--- config.mk ---
export PLATFORM = sky130hd
export DESIGN_NAME = perf_counter_bank
export DESIGN_NICKNAME = d
export VERILOG_FILES = /design/src/rtl/perf_counter_bank_pkg.sv /design/src/rtl/perf_counter.sv /design/src/rtl/perf_counter_bank.sv
export SDC_FILE = /design/constraint.sdc
export NUM_CORES = 1
export LEC_CHECK = 0
export BUFFER_PORTS_ARGS = -buffer_cell sky130_fd_sc_hd__buf_2
export CORE_ASPECT_RATIO = 1.75
export CORE_MARGIN = 2
export CORE_UTILIZATION = 35
export DETAILED_ROUTE_END_ITERATION = 12
export PLACE_DENSITY = 0.6
export SYNTH_ARGS = -nofsm -noshare
export SYNTH_HDL_FRONTEND = slang
export SYNTH_HIERARCHICAL = 1
export SYNTH_SLANG_ARGS = --single-unit
--- constraint.sdc ---
create_clock -name clk_i -period 3.1 [get_ports clk_i]
set_input_delay 0.62 -clock clk_i [delete_from_list [all_inputs] [get_ports clk_i]]
set_output_delay 0.62 -clock clk_i [all_outputs]
set_load 0.1 [all_outputs]
--- src/rtl/perf_counter_bank_pkg.sv ---
// Shared types and register-map helpers for the performance counter bank.
package perf_counter_bank_pkg;

    // CPU-side word type of the memory port.
    typedef logic [15:0] lc3b_word;

    // Access FSM: wait for an in-window request, then answer for one cycle.
    typedef enum logic {
        IDLE = 1'b0,
        RESP = 1'b1
    } perf_state_t;

    // Control registers sit directly after the counter words.
    localparam int CTRL_REL = 0;
    localparam int OVF_REL  = 1;

    // Number of 16-bit words a counter of the given width occupies.
    function automatic int words_per_cnt(input int cnt_width);
        return cnt_width / 16;
    endfunction

    // Offset of CTRL within the window.
    function automatic int ctrl_offset(input int num_cnt, input int cnt_width);
        return num_cnt * words_per_cnt(cnt_width) + CTRL_REL;
    endfunction

    // Offset of OVF within the window.
    function automatic int ovf_offset(input int num_cnt, input int cnt_width);
        return num_cnt * words_per_cnt(cnt_width) + OVF_REL;
    endfunction

endpackage

--- src/rtl/perf_counter.sv ---
// One presettable event counter with saturate/wrap behaviour and an
// overflow pulse raised whenever an increment is applied at all-ones.
module perf_counter #(
    parameter int CNT_WIDTH = 16,
    parameter bit SATURATE  = 1'b1
) (
    input  logic                 clk_i,
    input  logic                 rst_i,
    input  logic                 inc_i,
    input  logic                 freeze_i,
    input  logic                 clear_i,
    input  logic                 load_lo_i,
    input  logic                 load_hi_i,
    input  logic [15:0]          wdata_i,
    output logic [CNT_WIDTH-1:0] count_o,
    output logic                 ovf_set_o
);

    logic [CNT_WIDTH-1:0] count_q;
    logic [CNT_WIDTH-1:0] count_d;
    logic [CNT_WIDTH-1:0] load_value;
    logic                 all_ones;
    logic                 inc_apply;

    // A write only replaces the addressed 16-bit half; the other half is kept.
    if (CNT_WIDTH == 32) begin : g_wide
        assign load_value = {load_hi_i ? wdata_i : count_q[31:16],
                             load_lo_i ? wdata_i : count_q[15:0]};
    end else begin : g_narrow
        logic unused_load_hi;
        assign unused_load_hi = load_hi_i;
        assign load_value     = wdata_i;
    end

    assign all_ones  = &count_q;
    // Increments lose to clear and to CPU writes in the same cycle.
    assign inc_apply = inc_i && !freeze_i && !clear_i && !load_lo_i && !load_hi_i;
    assign ovf_set_o = inc_apply && all_ones;
    assign count_o   = count_q;

    // Next count: clear, then CPU load, then increment (saturating or wrapping).
    always_comb begin
        count_d = count_q;
        if (clear_i) begin
            count_d = '0;
        end else if (load_lo_i || load_hi_i) begin
            count_d = load_value;
        end else if (inc_apply) begin
            if (all_ones) begin
                count_d = SATURATE ? count_q : '0;
            end else begin
                count_d = count_q + 1'b1;
            end
        end
    end

    // Count register.
    always_ff @(posedge clk_i or posedge rst_i) begin
        if (rst_i) begin
            count_q <= '0;
        end else begin
            count_q <= count_d;
        end
    end

endmodule

--- src/rtl/perf_counter_bank.sv ---
// Memory-mapped performance counter bank. In-window accesses are answered
// locally one cycle after acceptance; everything else passes straight
// through to the downstream memory port.
//
// Handshake: read_i/write_i are held with a stable address until resp_o;
// an in-window request is accepted on an edge where the FSM is IDLE, and
// resp_o is high for exactly the following cycle.
module perf_counter_bank
    import perf_counter_bank_pkg::*;
#(
    parameter int          NUM_CNT   = 10,
    parameter int          CNT_WIDTH = 16,
    parameter logic [15:0] BASE_ADDR = 16'hFFE0,
    parameter bit          SATURATE  = 1'b1
) (
    input  logic               clk_i,
    input  logic               rst_i,
    input  logic               read_i,
    input  logic               write_i,
    input  logic [15:0]        address_i,
    input  logic [15:0]        wdata_i,
    output logic [15:0]        rdata_o,
    output logic               resp_o,
    input  logic [NUM_CNT-1:0] inc_i,
    input  logic [15:0]        rdata_pass_i,
    input  logic               resp_pass_i,
    output logic               read_pass_o,
    output logic               write_pass_o,
    output logic [15:0]        address_pass_o,
    output logic [15:0]        wdata_pass_o,
    output logic               dbg_state_o
);

    localparam int       WPC      = words_per_cnt(CNT_WIDTH);
    localparam int       CNT_WORDS = NUM_CNT * WPC;
    localparam lc3b_word CTRL_OFF = lc3b_word'(ctrl_offset(NUM_CNT, CNT_WIDTH));
    localparam lc3b_word OVF_OFF  = lc3b_word'(ovf_offset(NUM_CNT, CNT_WIDTH));
    localparam lc3b_word WIN_SIZE = lc3b_word'(CNT_WORDS + 2);

    perf_state_t          state_q;
    lc3b_word             resp_data_q;
    lc3b_word             shadow_q;
    lc3b_word             shadow_d;
    logic                 freeze_q;
    logic                 freeze_d;
    logic [NUM_CNT-1:0]   ovf_q;
    logic [NUM_CNT-1:0]   ovf_d;

    lc3b_word             offset;
    logic                 in_window;
    logic                 accept;
    logic                 rd_commit;
    logic                 wr_commit;
    logic                 hit_ctrl;
    logic                 hit_ovf;
    logic                 clear_all;
    logic                 lo_word_hit;
    lc3b_word             read_value;
    lc3b_word             shadow_next;

    logic [NUM_CNT-1:0]   load_lo;
    logic [NUM_CNT-1:0]   load_hi;
    logic [NUM_CNT-1:0]   ovf_set;
    logic [CNT_WIDTH-1:0] count_w [NUM_CNT];
    logic [31:0]          cnt_ext [NUM_CNT];

    // Window decode.
    assign offset    = address_i - BASE_ADDR;
    assign in_window = (address_i >= BASE_ADDR) && (offset < WIN_SIZE);

    // Acceptance; read wins when both strobes are high.
    assign accept    = (state_q == IDLE) && in_window && (read_i || write_i);
    assign rd_commit = accept && read_i;
    assign wr_commit = accept && !read_i && write_i;
    assign hit_ctrl  = (offset == CTRL_OFF);
    assign hit_ovf   = (offset == OVF_OFF);
    assign clear_all = wr_commit && hit_ctrl && wdata_i[1];

    // Counter instances with their word-level write strobes.
    for (genvar i = 0; i < NUM_CNT; i++) begin : g_cnt
        assign load_lo[i] = wr_commit && (offset == lc3b_word'(i * WPC));
        assign load_hi[i] = wr_commit && (WPC == 2) && (offset == lc3b_word'(i * WPC + 1));
        assign cnt_ext[i] = 32'(count_w[i]);

        perf_counter #(
            .CNT_WIDTH (CNT_WIDTH),
            .SATURATE  (SATURATE)
        ) u_cnt (
            .clk_i     (clk_i),
            .rst_i     (rst_i),
            .inc_i     (inc_i[i]),
            .freeze_i  (freeze_q),
            .clear_i   (clear_all),
            .load_lo_i (load_lo[i]),
            .load_hi_i (load_hi[i]),
            .wdata_i   (wdata_i),
            .count_o   (count_w[i]),
            .ovf_set_o (ovf_set[i])
        );
    end

    // Read mux; a low-word hit also prepares the high half for the shadow.
    always_comb begin
        read_value  = '0;
        shadow_next = '0;
        lo_word_hit = 1'b0;
        for (int i = 0; i < NUM_CNT; i++) begin
            if (offset == lc3b_word'(i * WPC)) begin
                read_value  = cnt_ext[i][15:0];
                shadow_next = cnt_ext[i][31:16];
                lo_word_hit = 1'b1;
            end
            if ((WPC == 2) && (offset == lc3b_word'(i * WPC + 1))) begin
                read_value = shadow_q;
            end
        end
        if (hit_ctrl) begin
            read_value = {15'b0, freeze_q};
        end
        if (hit_ovf) begin
            read_value = 16'(ovf_q);
        end
    end

    // Next state of shadow, CTRL and the sticky overflow flags.
    always_comb begin
        shadow_d = shadow_q;
        freeze_d = freeze_q;
        ovf_d    = ovf_q;
        if (rd_commit && lo_word_hit) begin
            shadow_d = shadow_next;
        end
        if (wr_commit && hit_ctrl) begin
            freeze_d = wdata_i[0];
        end
        if (wr_commit && hit_ovf) begin
            ovf_d = ovf_q & ~wdata_i[NUM_CNT-1:0];
        end
        // A new overflow on this edge beats a simultaneous clear.
        ovf_d = ovf_d | ovf_set;
    end

    // Shadow, CTRL and OVF registers.
    always_ff @(posedge clk_i or posedge rst_i) begin
        if (rst_i) begin
            shadow_q <= '0;
            freeze_q <= 1'b0;
            ovf_q    <= '0;
        end else begin
            shadow_q <= shadow_d;
            freeze_q <= freeze_d;
            ovf_q    <= ovf_d;
        end
    end

    // Access FSM with the registered response word.
    always_ff @(posedge clk_i or posedge rst_i) begin
        if (rst_i) begin
            state_q     <= IDLE;
            resp_data_q <= '0;
        end else begin
            case (state_q)
                IDLE: begin
                    if (accept) begin
                        resp_data_q <= rd_commit ? read_value : 16'h0000;
                        state_q     <= RESP;
                    end
                end
                RESP: begin
                    resp_data_q <= '0;
                    state_q     <= IDLE;
                end
                default: begin
                    state_q <= IDLE;
                end
            endcase
        end
    end

    // CPU return and downstream forwarding.
    assign resp_o         = in_window ? (state_q == RESP) : resp_pass_i;
    assign rdata_o        = in_window ? ((state_q == RESP) ? resp_data_q : 16'h0000) : rdata_pass_i;
    assign read_pass_o    = in_window ? 1'b0 : read_i;
    assign write_pass_o   = in_window ? 1'b0 : write_i;
    assign address_pass_o = address_i;
    assign wdata_pass_o   = wdata_i;
    assign dbg_state_o    = state_q;

endmodule
# ---- Word level (Yosys, flattened, before mapping)
# Index checks and enable logic that the tools add are counted.
dict set report totals {
  regBits 188
  latchBits 0
  ramBits 0
  romBits 0
  out_inout_bits 52
  elab_cells 220
  mem_count 0
}
dict set report op_classes {
  add_sub_neg 11
  mul 0
  div_mod_pow 0
  magnitude_cmp 2
  eq_ne 22
  shifts 0
  mux 63
  bitwise 4
  n_reduce_logical 104
}
# op n
set ops {}
lappend ops {{16-bit two-way mux} 56}
lappend ops {{16-bit by 1-bit adder with 16-bit output (second input constant)} 10}
lappend ops {{16-bit AND reduction} 10}
lappend ops {{16-bit by 3-bit == test with 1-bit output (second input constant)} 4}
lappend ops {{16-bit by 4-bit == test with 1-bit output (second input constant)} 4}
lappend ops {{1-bit logical AND} 59}
lappend ops {{16-bit by 2-bit == test with 1-bit output (second input constant)} 2}
lappend ops {{16-bit one-hot mux with 2 select lines} 1}
lappend ops {{3-bit nonzero test} 10}
lappend ops {{3-bit by 1-bit != test with 1-bit output (second input constant)} 8}
lappend ops {{2-bit AND reduction} 10}
lappend ops {{16-bit by 1-bit == test with 1-bit output (second input constant)} 1}
lappend ops {{16-bit >= comparator (second input constant)} 1}
lappend ops {{16-bit logical NOT} 1}
lappend ops {{16-bit by 4-bit < comparator with 1-bit output (second input constant)} 1}
lappend ops {{16-bit subtractor (second input constant)} 1}
lappend ops {{1-bit logical NOT} 13}
lappend ops {{10-bit bitwise AND} 1}
lappend ops {{10-bit two-way mux} 1}
lappend ops {{10-bit NOT} 1}
lappend ops {{10-bit OR} 1}
lappend ops {{3-bit by 2-bit != test with 1-bit output (second input constant)} 2}
lappend ops {{1-bit two-way mux} 4}
lappend ops {{2-bit != test (second input constant)} 1}
lappend ops {{3 further kinds} 3}

# ---- Logic depth before layout (Yosys ltp)
dict set report depth {
  ltp_word 17
  mapped_depth 15
  ltp_nobuf 11
}

# ---- Modules after synthesis
# The synthesis kept the hierarchy.
# mod instances cells_each area_per_inst_um2
set by_module_without_submodules {}
lappend by_module_without_submodules {perf_counter 10 141 1167.4}
lappend by_module_without_submodules {perf_counter_bank 1 520 3799.9}

# ---- Least setup slack after synthesis
# Ideal clock, no wire load.
dict set report synth_timing {
  kind {input -> register}
  from {in address_i[5]}
  to {reg ovf_q[0]}
  t_arrival_ps 4057
  required_ps 2982
  path_slack_ps -1075
  cell_stages 12
  path_buffers 2
  path_cell_list {ha_1 nor3b_2 nand2_1 or4_1 clkbuf_1 or4b_4 nor2_2 and3_1 nor2_1 clkbuf_1 and3b_2 a21o_1}
}
dict set report synth_between {
  elab_chain_cells 14
}
# item line_no
set synth_rtl {}
lappend synth_rtl {{start: declaration} perf_counter_bank.sv:20} ;# input logic [15:0] address_i,
lappend synth_rtl {{16-bit subtractor} perf_counter_bank.sv:68} ;# assign offset = address_i - BASE_ADDR;
lappend synth_rtl {{16-bit by 4-bit < comparator with 1-bit output} perf_counter_bank.sv:69} ;# assign in_window = (address_i >= BASE_ADDR) && (offset < WIN_SIZE);
lappend synth_rtl {{1-bit logical AND} perf_counter_bank.sv:69}
lappend synth_rtl {{1-bit logical AND (2 in series)} perf_counter_bank.sv:72} ;# assign accept = (state_q == IDLE) && in_window && (read_i || write_i);
lappend synth_rtl {{1-bit logical AND (2 in series)} perf_counter_bank.sv:74} ;# assign wr_commit = accept && !read_i && write_i;
lappend synth_rtl {{1-bit logical AND (*) (2 in series)} perf_counter_bank.sv:77} ;# assign clear_all = wr_commit && hit_ctrl && wdata_i[1];
lappend synth_rtl {{named net clear_all} perf_counter_bank.sv:56} ;# logic clear_all;
lappend synth_rtl {{1-bit logical NOT (*)} perf_counter.sv:37} ;# assign inc_apply = inc_i && !freeze_i && !clear_i && !load_lo_i && !load_hi_i;
lappend synth_rtl {{1-bit logical AND (*) (2 in series)} perf_counter.sv:37}
lappend synth_rtl {{1-bit logical AND (*)} perf_counter.sv:38} ;# assign ovf_set_o = inc_apply && all_ones;
lappend synth_rtl {{named net ovf_set[0]} perf_counter_bank.sv:63} ;# logic [NUM_CNT-1:0] ovf_set;
lappend synth_rtl {{10-bit OR (*)} perf_counter_bank.sv:140} ;# ovf_d = ovf_d | ovf_set;
lappend synth_rtl {{named net ovf_d[0]} perf_counter_bank.sv:47} ;# logic [NUM_CNT-1:0] ovf_d;
lappend synth_rtl {{end signal: assignment} perf_counter_bank.sv:152} ;# ovf_q <= ovf_d;
lappend synth_rtl {{end: declaration} perf_counter_bank.sv:46} ;# logic [NUM_CNT-1:0] ovf_q;
# The timed path passes the listed nets; every way through them passes the cells marked *.
# A chain may end at the register's enable or synchronous reset.

# ---- Worst setup path after layout
dict set report layout_timing {
  from {in address_i[5]}
  to {reg g_cnt[7].u_cnt.count_q[8]}
}
# item line_no
set layout_rtl {}
lappend layout_rtl {{16-bit subtractor} perf_counter_bank.sv:68}
lappend layout_rtl {{16-bit by 4-bit < comparator with 1-bit output} perf_counter_bank.sv:69}
lappend layout_rtl {{1-bit logical AND} perf_counter_bank.sv:69}
lappend layout_rtl {{1-bit logical AND (2 in series)} perf_counter_bank.sv:72}
lappend layout_rtl {{1-bit logical AND (2 in series)} perf_counter_bank.sv:74}
lappend layout_rtl {{1-bit logical AND (*)} perf_counter_bank.sv:81} ;# assign load_lo[i] = wr_commit && (offset == lc3b_word'(i * WPC));
lappend layout_rtl {{named net load_lo[7]} perf_counter_bank.sv:61} ;# logic [NUM_CNT-1:0] load_lo;
lappend layout_rtl {{1-bit logical NOT} perf_counter.sv:37}
lappend layout_rtl {{1-bit logical AND} perf_counter.sv:37}
lappend layout_rtl {{3-bit nonzero test (no line)} -}
lappend layout_rtl {{2-bit AND reduction (no line)} -}
lappend layout_rtl {{end signal: assignment} perf_counter.sv:62} ;# count_q <= count_d;
lappend layout_rtl {{end: declaration} perf_counter.sv:19} ;# logic [CNT_WIDTH-1:0] count_q;
# Marks and branches as above.

==> metrics.cfg <==
[status]
outcome=complete, but fails checks
violations=setup timing

[floorplan]
start_util_pct=35.6
dieArea_um2=46000
rows=101
die_h_um=282
die_w_um=163
ios=115
coreArea_um2=43500

[flow_run]
max-cap-violations=0

[setup_path]
ff2ff_path_depth=6
critPathLaunch=address_i[5]
reg2reg_to=g_cnt[7].u_cnt/count_o[13]
endpoint_kind=register
crit_path_start_kind=input port
crit_slowest_cell=or4b_4
arrival_ps=3630
worstReg2RegStart=freeze_q
cp-endpoint=g_cnt[7].u_cnt/count_o[8]
required_ps=3450
crit_type=input port to register
path_cells=buf_8, ha_4, nor3b_4, nand2_1, or4_4, or4b_4, buf_12, nor4_4, or2_4, buf_6, o41ai_1, a32o_1
cpPeakStageDelay_ps=600
rrSetupSlack_ps=390
crit_path_max_fanout=9

[clocking]
cts_hold_buffers=0
clk_pin_slew_ps=70
numCtsBuffers=17
worstSkewPairLatency_ps=460
clock-sinks=188
root_buffer=clkbuf_16
cts_tree=yes
h-tree-depth=4
cts_buffer_depth=2

[power]
leakage_uw=0.00766
powerDensity_nw_per_um2=368
peakVddDrop_mv=0.351

[final_layout]
stdcell_count=2737
layout.nets=2231
area_delta_synth_final_pct=28.6
drive_gt1_share_pct=25.9
post-route-util_pct=45.8
final_area_um2=19900

[route]
viasPerCell=6.75
vias=18500
drtIter0Drc=1974
postRouteAntennaNets=0
avgRoutedWirePerCell_um=28.4
wl_um=77800
drc=0
dr.pass1.iters=8

[yosys]
async_flop_share_pct=100
synth_ff_type=dfrtp_1
ys_ff_latch=188
yosysTopAreaCell=dfrtp_1
synth.avg_cell_area_um2=8.02
synth_cells=1930
synth_edf_count=0
yosysWarnings=6
synth.area.top_cells=dfrtp_1 (30%), nand2_1 (7.8%), a32o_1 (5.9%)
ys_seq_area_share_pct=30.4
synth_top_cell_area_share_pct=30.4
synth.distinct_cells=79
netlist_area_um2=15500

[timing]
timing.final.ws_setup_ps=-180
drv_slew=0
fmax_mhz=305
maxSlewHeadroom_pct=36.5
finalHoldViolations=0
setup_viol=160
rsz0062_at_grt=true
min_period_over_period_pct=106
fin_skew_ps=13.6
min_period_ps=3280
tns_ps=-14870
worst_pin_slew_ps=945

[grt]
grt_antenna_before_repair=8
grt_pass1_vias=18200
overflow=0
grt_max_degree=35
grtUsageTotal_pct=32.9
grt_pass1_wl_um=112000

[placed_design]
numPlacedInstances=2657
post-dp-hpwl_um=58000
port-buffer-count=114
place_congestion=1.01
placed_area_um2=18200

[min_path]
hold_path.class=input port to asynchronous set/reset pin

## sequential cells by signal (all words and copies together), names as in the netlist
register / cells
dbg_state_o: 1
freeze_q: 1
g_cnt.u_cnt/count_o: 160
ovf_q: 10
resp_data_q: 16
## cell usage after synthesis (all sizes together), types with 22 or more instances
master,number
or3,31
a32oi,28
a2111oi,23
clkbuf,94
nand2,321
o22ai,70
o31ai,55
nor2,66
and3,37
o41ai,60
nand4,58
a21o,22
a21oi,74
o211ai,33
o21ai,38
dfrtp,188
or4,22
inv,35
a22oi,26
a32o,91
a211oi,35
nor3,96
nand3,118
buf,71
## per-layer routing
layer	GRT usage, %	wire length [µm]
met1	33.0	25400
met4	30.4	8570
met3	5.88	6000
met2	57.3	37900
met5	0	45
## worst min-delay path by stage
stage	end	slack, ps	depth (start not counted)
2_1_floorplan	resp_data_q[13]	450	2
3_3_place_gp	resp_data_q[15]	470	2
3_5_place_dp	resp_data_q[15]	480	2
4_1_cts	resp_data_q[15]	260	2
5_1_grt	resp_data_q[15]	280	2
6_report	resp_data_q[15]	300	2
## cell usage in the layout, fill, tap and decap left out, drive strengths merged, types with 23 or more instances in the layout
cell     netlist  final
nand2        321    321
o22ai         70     70
nor3          96     96
and3          37     37
a2111oi       23     23
o31ai         55     55
a32oi         28     28
buf           71    345
nand4         58     58
clkbuf        94     30
o41ai         60     60
a21oi         74     74
nand3        118    118
a32o          91     91
inv           35     37
a211oi        35     35
o211ai        33     33
or3           31     31
o21ai         38     38
nor2          66     67
a22oi         26     26
dfrtp        188    188
## cell type report
class | instances | area, µm²
well taps | 566 | 708
flip-flops and latches | 188 | 4700
clock buffers | 22 | 464
multi-input cells | 1562 | 10600
fillers | 4266 | 23600
diodes | 2 | 5.00
repair buffers | 353 | 3230
clock inverters | 9 | 88.8
inverters | 35 | 131
## report_power, final
group | internal, µW | total [µW] | switching [µW]
Combinational | 712 | 1870 | 1160
Sequential | 2670 | 3250 | 579
Clock | 1150 | 2210 | 1060
## per-stage QoR
stage / setup WS, ps / hold WS [ps] / power, µW
after floorplan: -491 / 448 / 4160
after global placement: -615 / 475 / 4910
after detailed placement: -725 / 479 / 4950
after CTS: -63.0 / 262 / 7200
after global routing: -230 / 281 / 7560
final: -180 / 299 / 7330
## worst max-delay path, delay by kind of cell
kind | cells | cell delay [ps]
adders and majority gates | 1 | 260
AOI/OAI and AO/OA | 2 | 310
and+or+nand+nor | 6 | 1990
buffers and inverters | 3 | 440
## cell families after synthesis
group,Yosys count,synth area share (%)
XOR/XNOR,4,0.226
buffers and inverters,200,6.36
other,1,0.0242
multiplexers,23,1.80
adder cells (fa/ha/maj),11,0.889
flip-flops,188,30.4
AO/OA/AOI/OAI,620,31.1
AND/OR/NAND/NOR,883,29.2
## what timing repair did
action | in CTS | in global routing
endpoints found under the setup margin | 165 | 188
pin swaps | 23 | 45
gates cloned | 3 | 8
setup buffers | 19 | 18
gates resized for setup | 55 | 81
Note: power is estimated with default switching activity, not from simulation.
